--- config.mk ---
export PLATFORM = sky130hd
export DESIGN_NAME = twos_comp_to_sign_mag
export DESIGN_NICKNAME = d
export VERILOG_FILES = /design/src/rtl/twos_comp_to_sign_mag.sv
export SDC_FILE = /design/constraint.sdc
export NUM_CORES = 1
export LEC_CHECK = 0
export CORE_UTILIZATION = 45
export DETAILED_ROUTE_END_ITERATION = 10
export PLACE_DENSITY = 0.73
export SYNTH_ARGS = -nofsm -noshare
export SYNTH_HDL_FRONTEND = slang
export SYNTH_SLANG_ARGS = --single-unit
--- constraint.sdc ---
create_clock -name clk -period 2.2 [get_ports clk]
set_input_delay 0.44 -clock clk [delete_from_list [all_inputs] [get_ports clk]]
set_output_delay 0.44 -clock clk [all_outputs]
set_load 0.01 [all_outputs]
--- src/rtl/twos_comp_to_sign_mag.sv ---
// Bit-serial two's-complement to sign-magnitude converter.
// Converts one bit per clock, LSB first, using the copy-up-to-first-one-then-invert
// rule. Valid/ready handshakes are used on both the input and the output side.
module twos_comp_to_sign_mag #(
  parameter int unsigned WIDTH = 4
) (
  input  logic             clk,
  input  logic             rst,
  input  logic             in_valid,
  output logic             in_ready,
  input  logic [WIDTH-1:0] in_data,
  output logic             out_valid,
  input  logic             out_ready,
  output logic             out_sign,
  output logic [WIDTH-1:0] out_mag,
  output logic             out_ovf
);

  localparam int unsigned IDX_W = (WIDTH > 2) ? $clog2(WIDTH) : 1;
  localparam logic [IDX_W-1:0] IDX_LAST = IDX_W'(WIDTH - 1);
  localparam logic [WIDTH-1:0] MOST_NEG = {1'b1, {(WIDTH-1){1'b0}}};

  typedef enum logic [1:0] {
    IDLE = 2'd0,
    CONV = 2'd1,
    DONE = 2'd2
  } state_t;

  state_t             state_q, state_d;
  logic [WIDTH-1:0]   data_q, data_d;
  logic [IDX_W-1:0]   idx_q, idx_d;
  logic               seen_one_q, seen_one_d;
  logic               out_sign_q, out_sign_d;
  logic [WIDTH-1:0]   out_mag_q, out_mag_d;
  logic               out_ovf_q, out_ovf_d;
  logic               cur_bit;

  // Handshake outputs derive from state; in_ready is also held low during reset.
  assign in_ready  = (state_q == IDLE) && !rst;
  assign out_valid = (state_q == DONE);
  assign out_sign  = out_sign_q;
  assign out_mag   = out_mag_q;
  assign out_ovf   = out_ovf_q;

  // Next-state and datapath update for the serial conversion.
  always_comb begin
    state_d    = state_q;
    data_d     = data_q;
    idx_d      = idx_q;
    seen_one_d = seen_one_q;
    out_sign_d = out_sign_q;
    out_mag_d  = out_mag_q;
    out_ovf_d  = out_ovf_q;
    cur_bit    = data_q[idx_q];

    unique case (state_q)
      IDLE: begin
        if (in_valid) begin
          data_d     = in_data;
          out_sign_d = in_data[WIDTH-1];
          out_ovf_d  = (in_data == MOST_NEG);
          out_mag_d  = '0;
          idx_d      = '0;
          seen_one_d = 1'b0;
          state_d    = CONV;
        end
      end
      CONV: begin
        // Negative words: bits up to and including the first 1 pass, later bits invert.
        out_mag_d[idx_q] = (out_sign_q && seen_one_q) ? ~cur_bit : cur_bit;
        seen_one_d       = seen_one_q | cur_bit;
        if (idx_q == IDX_LAST) begin
          state_d = DONE;
        end else begin
          idx_d = idx_q + IDX_W'(1);
        end
      end
      DONE: begin
        if (out_ready) begin
          state_d = IDLE;
        end
      end
      default: begin
        state_d = IDLE;
      end
    endcase
  end

  // State and datapath registers with synchronous reset.
  always_ff @(posedge clk) begin
    if (rst) begin
      state_q    <= IDLE;
      data_q     <= '0;
      idx_q      <= '0;
      seen_one_q <= 1'b0;
      out_sign_q <= 1'b0;
      out_mag_q  <= '0;
      out_ovf_q  <= 1'b0;
    end else begin
      state_q    <= state_d;
      data_q     <= data_d;
      idx_q      <= idx_d;
      seen_one_q <= seen_one_d;
      out_sign_q <= out_sign_d;
      out_mag_q  <= out_mag_d;
      out_ovf_q  <= out_ovf_d;
    end
  end

endmodule

# Yosys cells after proc, flatten, opt, wreduce, memory -nomap -nowiden

Index checks and enable logic that the tools add are counted.

Add/sub/neg operators: 1
$lt $le $gt $ge: 2
Eq/ne operators: 8
Mux-type cells: 17
Bitwise logic cells: 2
Reductions and logical operators: 10

Operators by type and width:

| kind                                                                                | number |
|---|---|
| 2-bit 2-to-1 mux                                                                    | 5 |
| 4-bit one-hot mux with 2 select lines                                               | 1 |
| 2-bit inequality test, second input constant                                        | 3 |
| 2-bit one-hot mux with 3 select lines                                               | 1 |
| 3-bit AND reduction                                                                 | 2 |
| 4-bit bitwise mux                                                                   | 1 |
| 2-bit == test, second input constant                                                | 2 |
| 4-bit == test, second input constant                                                | 1 |
| 1-bit 2-to-1 mux                                                                    | 4 |
| 4-bit 2-to-1 mux                                                                    | 1 |
| 2-bit one-hot mux with 2 select lines                                               | 1 |
| 2-bit AND reduction                                                                 | 2 |
| 1-bit logical AND                                                                   | 3 |
| 2-bit by 3-bit < comparator with 1-bit output, second input constant                | 1 |
| 2-bit by 1-bit adder with 2-bit output, second input constant                       | 1 |
| 1-bit binary-select mux with 2-bit select                                           | 1 |
| 1-bit demux with 2-bit select                                                       | 1 |
| 2-bit by 1-bit == test with 1-bit output, second input constant                     | 1 |
| 2-bit by 1-bit greater-or-equal comparator with 1-bit output, second input constant | 1 |
| 2-bit zero test                                                                     | 1 |
| 2-bit by 1-bit inequality test with 1-bit output, second input constant             | 1 |
| 1-bit one-hot mux with 2 select lines                                               | 1 |
| 2-bit nonzero test                                                                  | 1 |
| 1-bit zero test                                                                     | 1 |
| other kinds (2)                                                                     | 2 |

Register bits after elaboration: 15

# Longest topological paths before layout

Gate-level depths: netlist (run 1).

Depth after elaboration: 6
Mapped depth: 5
Depth with buffers taken out: 5

# Worst setup path after synthesis (run 1)

OpenSTA, ideal clock, no wires.

Kind: flip-flop to flip-flop
From: reg idx_q[0]
To: reg out_mag_q[0], in the netlist out_mag[0]
Clock period less this slack: 1450 ps
Required time: 2105 ps
Setup time: 95 ps
Slack: 750 ps
Buffers on the path: 0
Arrival: 1354 ps
Stages on the path, launching flop included: 4
Path through: dfxtp_1 -> mux4_2 -> xor2_1 -> a221oi_1

Longest elaborated chain between the ends: 6

Ends and longest elaborated chain:

| element                                                                                           | line   | RTL |
|---|---|---|
| start, declared                                                                                   | 31     | `logic [IDX_W-1:0] idx_q, idx_d;` |
| start signal, assigned                                                                            | 102    | `idx_q <= idx_d;` |
| 2-bit by 3-bit < comparator with 1-bit output (not written as such), or another cell as far along | 70     | `out_mag_d[idx_q] = (out_sign_q && seen_one_q) ? ~cur_bit : cur_bit;` |
| 1-bit logical AND / 1-bit 2-to-1 mux (equally long branches)                                      | 70, 54 |  |
| 1-bit 2-to-1 mux / 1-bit NOT (equally long branches)                                              | 70     |  |
| 1-bit demux with 2-bit select / 1-bit 2-to-1 mux (equally long branches)                          | 70     |  |
| 4-bit bitwise mux *                                                                               | 70     |  |
| 4-bit one-hot mux with 2 select lines *                                                           | 56     | `unique case (state_q)` |
| end signal, assigned                                                                              | 105    | `out_mag_q <= out_mag_d;` |
| end, declared                                                                                     | 34     | `logic [WIDTH-1:0] out_mag_q, out_mag_d;` |

Mark *: on every way between the ends. The rest lies on a longest branch, timed or not. The select of a mux whose other input is x is not followed.
A chain may end at the register's enable or synchronous reset.

# Final worst setup path (run 1)

From: in rst
To: out in_ready

Longest elaborated chain between the ends: 2

Ends and longest elaborated chain:

| element           | line | RTL |
|---|---|---|
| start, declared   | 8    | `input logic rst,` |
| 1-bit zero test   | 39   | `assign in_ready = (state_q == IDLE) && !rst;` |
| 1-bit logical AND | 39   |  |
| end, declared     | 10   | `output logic in_ready,` |

Every way passes these cells.

==> impl_metrics.toml, run 1 <==
[logic_synthesis]
synthAdderAreaFrac_pct = 7.13
synth_area_per_cell_um2 = 8.26
synth_common_cells = "nand2_1, dfxtp_1, a21oi_1"
ys_ff_latch = 14
synth.yosys.seq_area_share_pct = 39.9
synth_area_um2 = 702
ys.flop_type = "dfxtp_1"
synth_top_area_share_pct = 39.9
synthArstFlopShare_pct = 0
synth.net_count = 97
synth_area_leaders = "dfxtp_1, nand2_1, a21oi_1"
synth_cell_types = 23
synth_edf_count = 0
synth_cells = 85
synth_area_leader_cell = "dfxtp_1"
ys.warnings.count = 0
synthSimpleGateAreaFrac_pct = 26.7
synth_top_family_by_area = "simple AND/OR/NAND/NOR gates"
synthXorXnorAreaFrac_pct = 1.25
synth.area.mux_share_pct = 3.21
synth-compound-area-share_pct = 16.4
synthMostInstantiatedCell = "nand2_1"

[min_path]
whs_endpoint = "out_ovf"
hold_path_class = "reg -> reg"
whs_path_depth = 2
hold_start = "out_ovf"

[pwr]
p_int_w = 0.000409
ir_drop_v = 0.000474
swShare_pct = 24.2
comb_power_share_pct = 15.5
p_leak_nw = 0.321
powerDensity_nw_per_um2 = 599
p_seq_share_pct = 51.1
netSwitchingPower_w = 0.000131
clock_power_share_pct = 33.4

[sta]
slew_headroom_pct = 62.8
finalSetupTns_ns = 0
period_minus_slack_ns = 2.05
setup-violations-final = 0
hold_viol = 0
slew_violations = 0
max_freq_mhz = 487
finalCritPeriodShare_pct = 93.3
worst_pin_slew_ns = 0.557
rsz0062_at_grt = "no"
skew_ns = 0.00934

[routing]
drt-initial-drc-count = 7
drtAntennaViolNets = 0
vias_per_cell = 5.35
first_pass_iters = 4
vias = 621
wl_per_cell_um = 12.4
routed_wl_mm = 1.44
drc = 0

[global_route]
grt_pass1_wl_mm = 2.28
grt_pass1_vias = 545
gr-total-overflow = 0
grt_max_degree = 16
track_usage_pct = 16.9
antenna_found_initial = 0

[floorplanning]
core.rowCount = 13
initial_core_util_pct = 50.8
core_um2 = 1380
dieArea_um2 = 1720
die_y_um = 41.5
die_x_um = 41.5
io_pins = 16

[cts]
postCtsHoldBufs = 0
cts_tree = "built"
clock_latency_ns = 0.28
cts_root_buf = "clkbuf_4"
cts_resized = 0
cts_setup_buffers = 0
clk_pin_slew_ns = 0.09
cts_sinks = 14
cts_buffers = 3
cts_buffer_depth = 2
htree_levels = 1

[worst_setup_path]
crit_required_ns = 1.76
r2r_cells = 3
cp_max_fo = 2
end_kind = "output pin"
r2r-end = "out_mag[1]"
criticalPathCategory = "in -> out"
cp.arrival_ns = 1.61
reg2reg_slack_ns = 0.60
startpoint_type = "input pin"
r2r-start = "idx_q[0]"
crit_start = "rst"

[finish]
diodes = 0
multi_input_area_um2 = 384
syn_to_final_growth_pct = 28.2
fillCellCount = 125
fin_util_pct = 65.1
layout.area.seq_um2 = 280
finalNetCount = 114
drive_above_1_share_pct = 8.91

[placement]
hpwl_mm = 1.06
port_buffers = 15
place_congestion = 0.766

[job]
cap_violations = 0

[outcome]
status = "completed"
## worst max-delay path, cell delays in order
cell	delay (ns)
clkdlybuf4s50_1	0.45
nor3_1	0.16
clkdlybuf4s50_1	0.57
## layout by cell type (no fill, tap or decap)
master           instances
a211oi_1                 1
a21oi_1                 11
a221oi_1                 1
a22oi_1                  1
and2_1                   1
buf_4                    1
clkbuf_4                 3
clkbuf_8                 1
clkdlybuf4s50_1         15
dfxtp_1                 14
ha_1                     4
inv_1                    6
mux4_2                   1
nand2_1                 15
nand2b_1                 6
nand3_1                  4
nor2_1                   1
nor2b_1                  3
nor3_1                   1
nor3b_1                  1
nor4b_1                  1
o21ai_0                  2
o32ai_1                  3
or2_2                    1
or3b_2                   2
xor2_1                   1
## cell type report
cell class / count / area share [%]
Multi-Input combinational cell: 61 / 42.7
Clock buffer: 4 / 4.03
Tap cell: 15 / 2.09
Inverter: 6 / 2.50
Timing Repair Buffer: 16 / 17.5
Sequential cell: 14 / 31.2
## flip-flops by register name (all words and copies together), names as in the netlist
register and cells:
idx_q 2, data_q 4, state_q 2, out_ovf 1
out_mag 4, seen_one_q 1
## cells by family (layout without fill, tap and decap cells)
logic type,after synthesis,after routing
AOI/OAI and AO/OA,19,19
adders and majority gates,4,4
and+or+nand+nor,36,36
buffers and inverters,10,26
DFF,14,14
muxes,1,1
xor gates and xnor gates,1,1
## metrics by stage
| stage | setup slack (ns) | hold slack, ns | area, um^2 | cells | total power (W) |
|---|---|---|---|---|---|
| detailed placement | 0.139 | 0.447 | 863 | 112 | 0.000365 |
| global placement | 0.130 | 0.439 | 863 | 112 | 0.000363 |
| global route | 0.0836 | 0.477 | 900 | 116 | 0.000563 |
| CTS | 0.133 | 0.458 | 900 | 116 | 0.000546 |
| finish | 0.147 | 0.457 | 900 | 116 | 0.000539 |
| floorplan | 0.750 | 0.433 | 702 | 85 | 0.000329 |
## how the worst max path moves through the flow
stage | endpoint | cells past startpoint | slack [ns]
after floorplan | out_mag[0] | 3 | 0.75
after global placement | in_ready | 3 | 0.13
after detailed placement | in_ready | 3 | 0.14
after CTS | in_ready | 3 | 0.13
after global routing | out_valid | 2 | 0.08
final | in_ready | 3 | 0.15
## power by group through the flow
stage / Sequential [W] / Combinational (W) / Clock (W)
6_report: 0.000276 / 0.0000837 / 0.000180
5_1_grt: 0.000277 / 0.0000912 / 0.000194
4_1_cts: 0.000276 / 0.0000839 / 0.000187
3_5_place_dp: 0.000282 / 0.0000832 / 0
3_3_place_gp: 0.000281 / 0.0000823 / 0
2_1_floorplan: 0.000278 / 0.0000514 / 0
## routing by layer
metal  part of all wire [%]  vias to the layer above  GRT usage, %  wire length (um)
li1                       -                      325             -                 -
met4                   0.69                        0          1.94                10
met5                      0                        -             0                 0
met2                     47                       10          28.1               671
met3                    4.0                        2          7.39                57
met1                     49                      284          20.7               699
No activity file was read; power rests on OpenSTA's default activity.
==> inputs of run 2 (changes only) <==
--- a/config.mk
+++ b/config.mk
@@ -5,9 +5,11 @@
 export SDC_FILE = /design/constraint.sdc
 export NUM_CORES = 1
 export LEC_CHECK = 0
-export CORE_UTILIZATION = 45
+export CORE_MARGIN = 1.5
+export CORE_UTILIZATION = 51
+export CTS_CLUSTER_DIAMETER = 40
 export DETAILED_ROUTE_END_ITERATION = 10
-export PLACE_DENSITY = 0.73
+export PLACE_DENSITY = 0.81
 export SYNTH_ARGS = -nofsm -noshare
 export SYNTH_HDL_FRONTEND = slang
 export SYNTH_SLANG_ARGS = --single-unit
==> impl_metrics.toml, run 2 (synthesis results as in run 1) <==
[cts]
cts_sinks = 14
cts_tree = "built"
postCtsHoldBufs = 0
cts_resized = 0
htree_levels = 1
cts_buffers = 3
cts_setup_buffers = 0
clk_pin_slew_ns = 0.08
cts_root_buf = "clkbuf_4"
clock_latency_ns = 0.28
cts_buffer_depth = 2

[routing]
routed_wl_mm = 1.56
drtAntennaViolNets = 0
wl_per_cell_um = 13.4
first_pass_iters = 4
drc = 0
vias_per_cell = 5.53
vias = 642
drt-initial-drc-count = 8

[placement]
port_buffers = 15
place_area_um2 = 863
pre_cts_ws_ns = 0.205
dp_cells = 112
place_congestion = 0.800
hpwl_mm = 1.13

[global_route]
track_usage_pct = 25.3
grt_pass1_wl_mm = 2.55
grt_max_degree = 16
grt_pass1_vias = 589
antenna_found_initial = 0
gr-total-overflow = 0

[pwr]
clock_power_share_pct = 33.4
finalPower_w = 0.000544
ir_drop_v = 0.000370
p_seq_share_pct = 50.9
netSwitchingPower_w = 0.000134
swShare_pct = 24.7
powerDensity_nw_per_um2 = 604
comb_power_share_pct = 15.7
p_int_w = 0.000409
p_leak_nw = 0.321

[sta]
slew_headroom_pct = 66.1
finalCritPeriodShare_pct = 93.5
rsz0062_at_grt = "no"
period_minus_slack_ns = 2.06
final.setup.worst_slack_ns = 0.144
setup-violations-final = 0
skew_ns = 0.00427
finalSetupTns_ns = 0
max_freq_mhz = 486
hold_viol = 0
worst_pin_slew_ns = 0.507
slew_violations = 0

[floorplanning]
initial_core_util_pct = 54.6
dieArea_um2 = 1610
io_pins = 16
die_y_um = 40.1
die_x_um = 40.1
core_um2 = 1280
core.rowCount = 13

[worst_setup_path]
end_kind = "output pin"
crit_required_ns = 1.76
criticalPathCategory = "reg -> out"
reg2reg_slack_ns = 0.59
cp.arrival_ns = 1.62
cp_max_fo = 13
startpoint_type = "register"

[finish]
finalNetCount = 114
diodes = 0
final_cell_mix = "nand2_1, clkdlybuf4s50_1, dfxtp_1"
drive_above_1_share_pct = 8.91
final_cell_area_um2 = 900
final_cell_count_no_fill = 116
syn_to_final_growth_pct = 28.2

[outcome]
status = "completed"

[min_path]
hold_path_class = "reg -> reg"

[job]
cap_violations = 0
-- run 2: cell counts in the layout (fill, tap and decap cells not counted) --
No cell type changed its count.
-- run 2: worst max-delay path, stage by stage (launching register included) --
cell and delay (ns):
dfxtp_1 0.57, nor2b_1 0.22, clkdlybuf4s50_1 0.55
-- run 2: layout make-up --
class,instances,area (um^2)
multi-input cells,61,384
clock buffers,4,36.3
well taps,15,18.8
fillers,111,385
repair buffers,16,158
inverters,6,22.5
flip-flops and latches,14,280
-- run 2: routing by layer --
metal | track usage, % | part of all wire (%) | routed length [um]
met5 | 0 | 0 | 0
met3 | 5.00 | 3.1 | 49
met1 | 31.7 | 45 | 697
met4 | 23.3 | 4.6 | 72
met2 | 35.9 | 47 | 740
-- run 2: power groups by stage --
stage	Combinational [W]	Sequential [W]	Clock, W
detailed placement	0.0000840	0.000282	0
global route	0.0000936	0.000278	0.000200
global placement	0.0000810	0.000281	0
CTS	0.0000853	0.000276	0.000186
finish	0.0000853	0.000277	0.000182
floorplan	0.0000514	0.000278	0
-- run 2: worst paths after layout --
kind / from / end / cells after the start
setup / recovery: state_q[1] / out_valid / 2
hold / removal: out_ovf / out_ovf / 2
setup reg to reg: idx_q[0] / out_mag[3] / 3
hold reg to reg: out_ovf / out_ovf / 2
-- run 2: stage by stage --
| step | utilization, % | hold WS [ns] |
|---|---|---|
| 2_1_floorplan | - | 0.433 |
| 3_3_place_gp | 67.2 | 0.439 |
| 3_5_place_dp | 67.2 | 0.454 |
| 4_1_cts | 70.0 | 0.469 |
| 5_1_grt | 70.0 | 0.497 |
| 6_report | 70.0 | 0.465 |
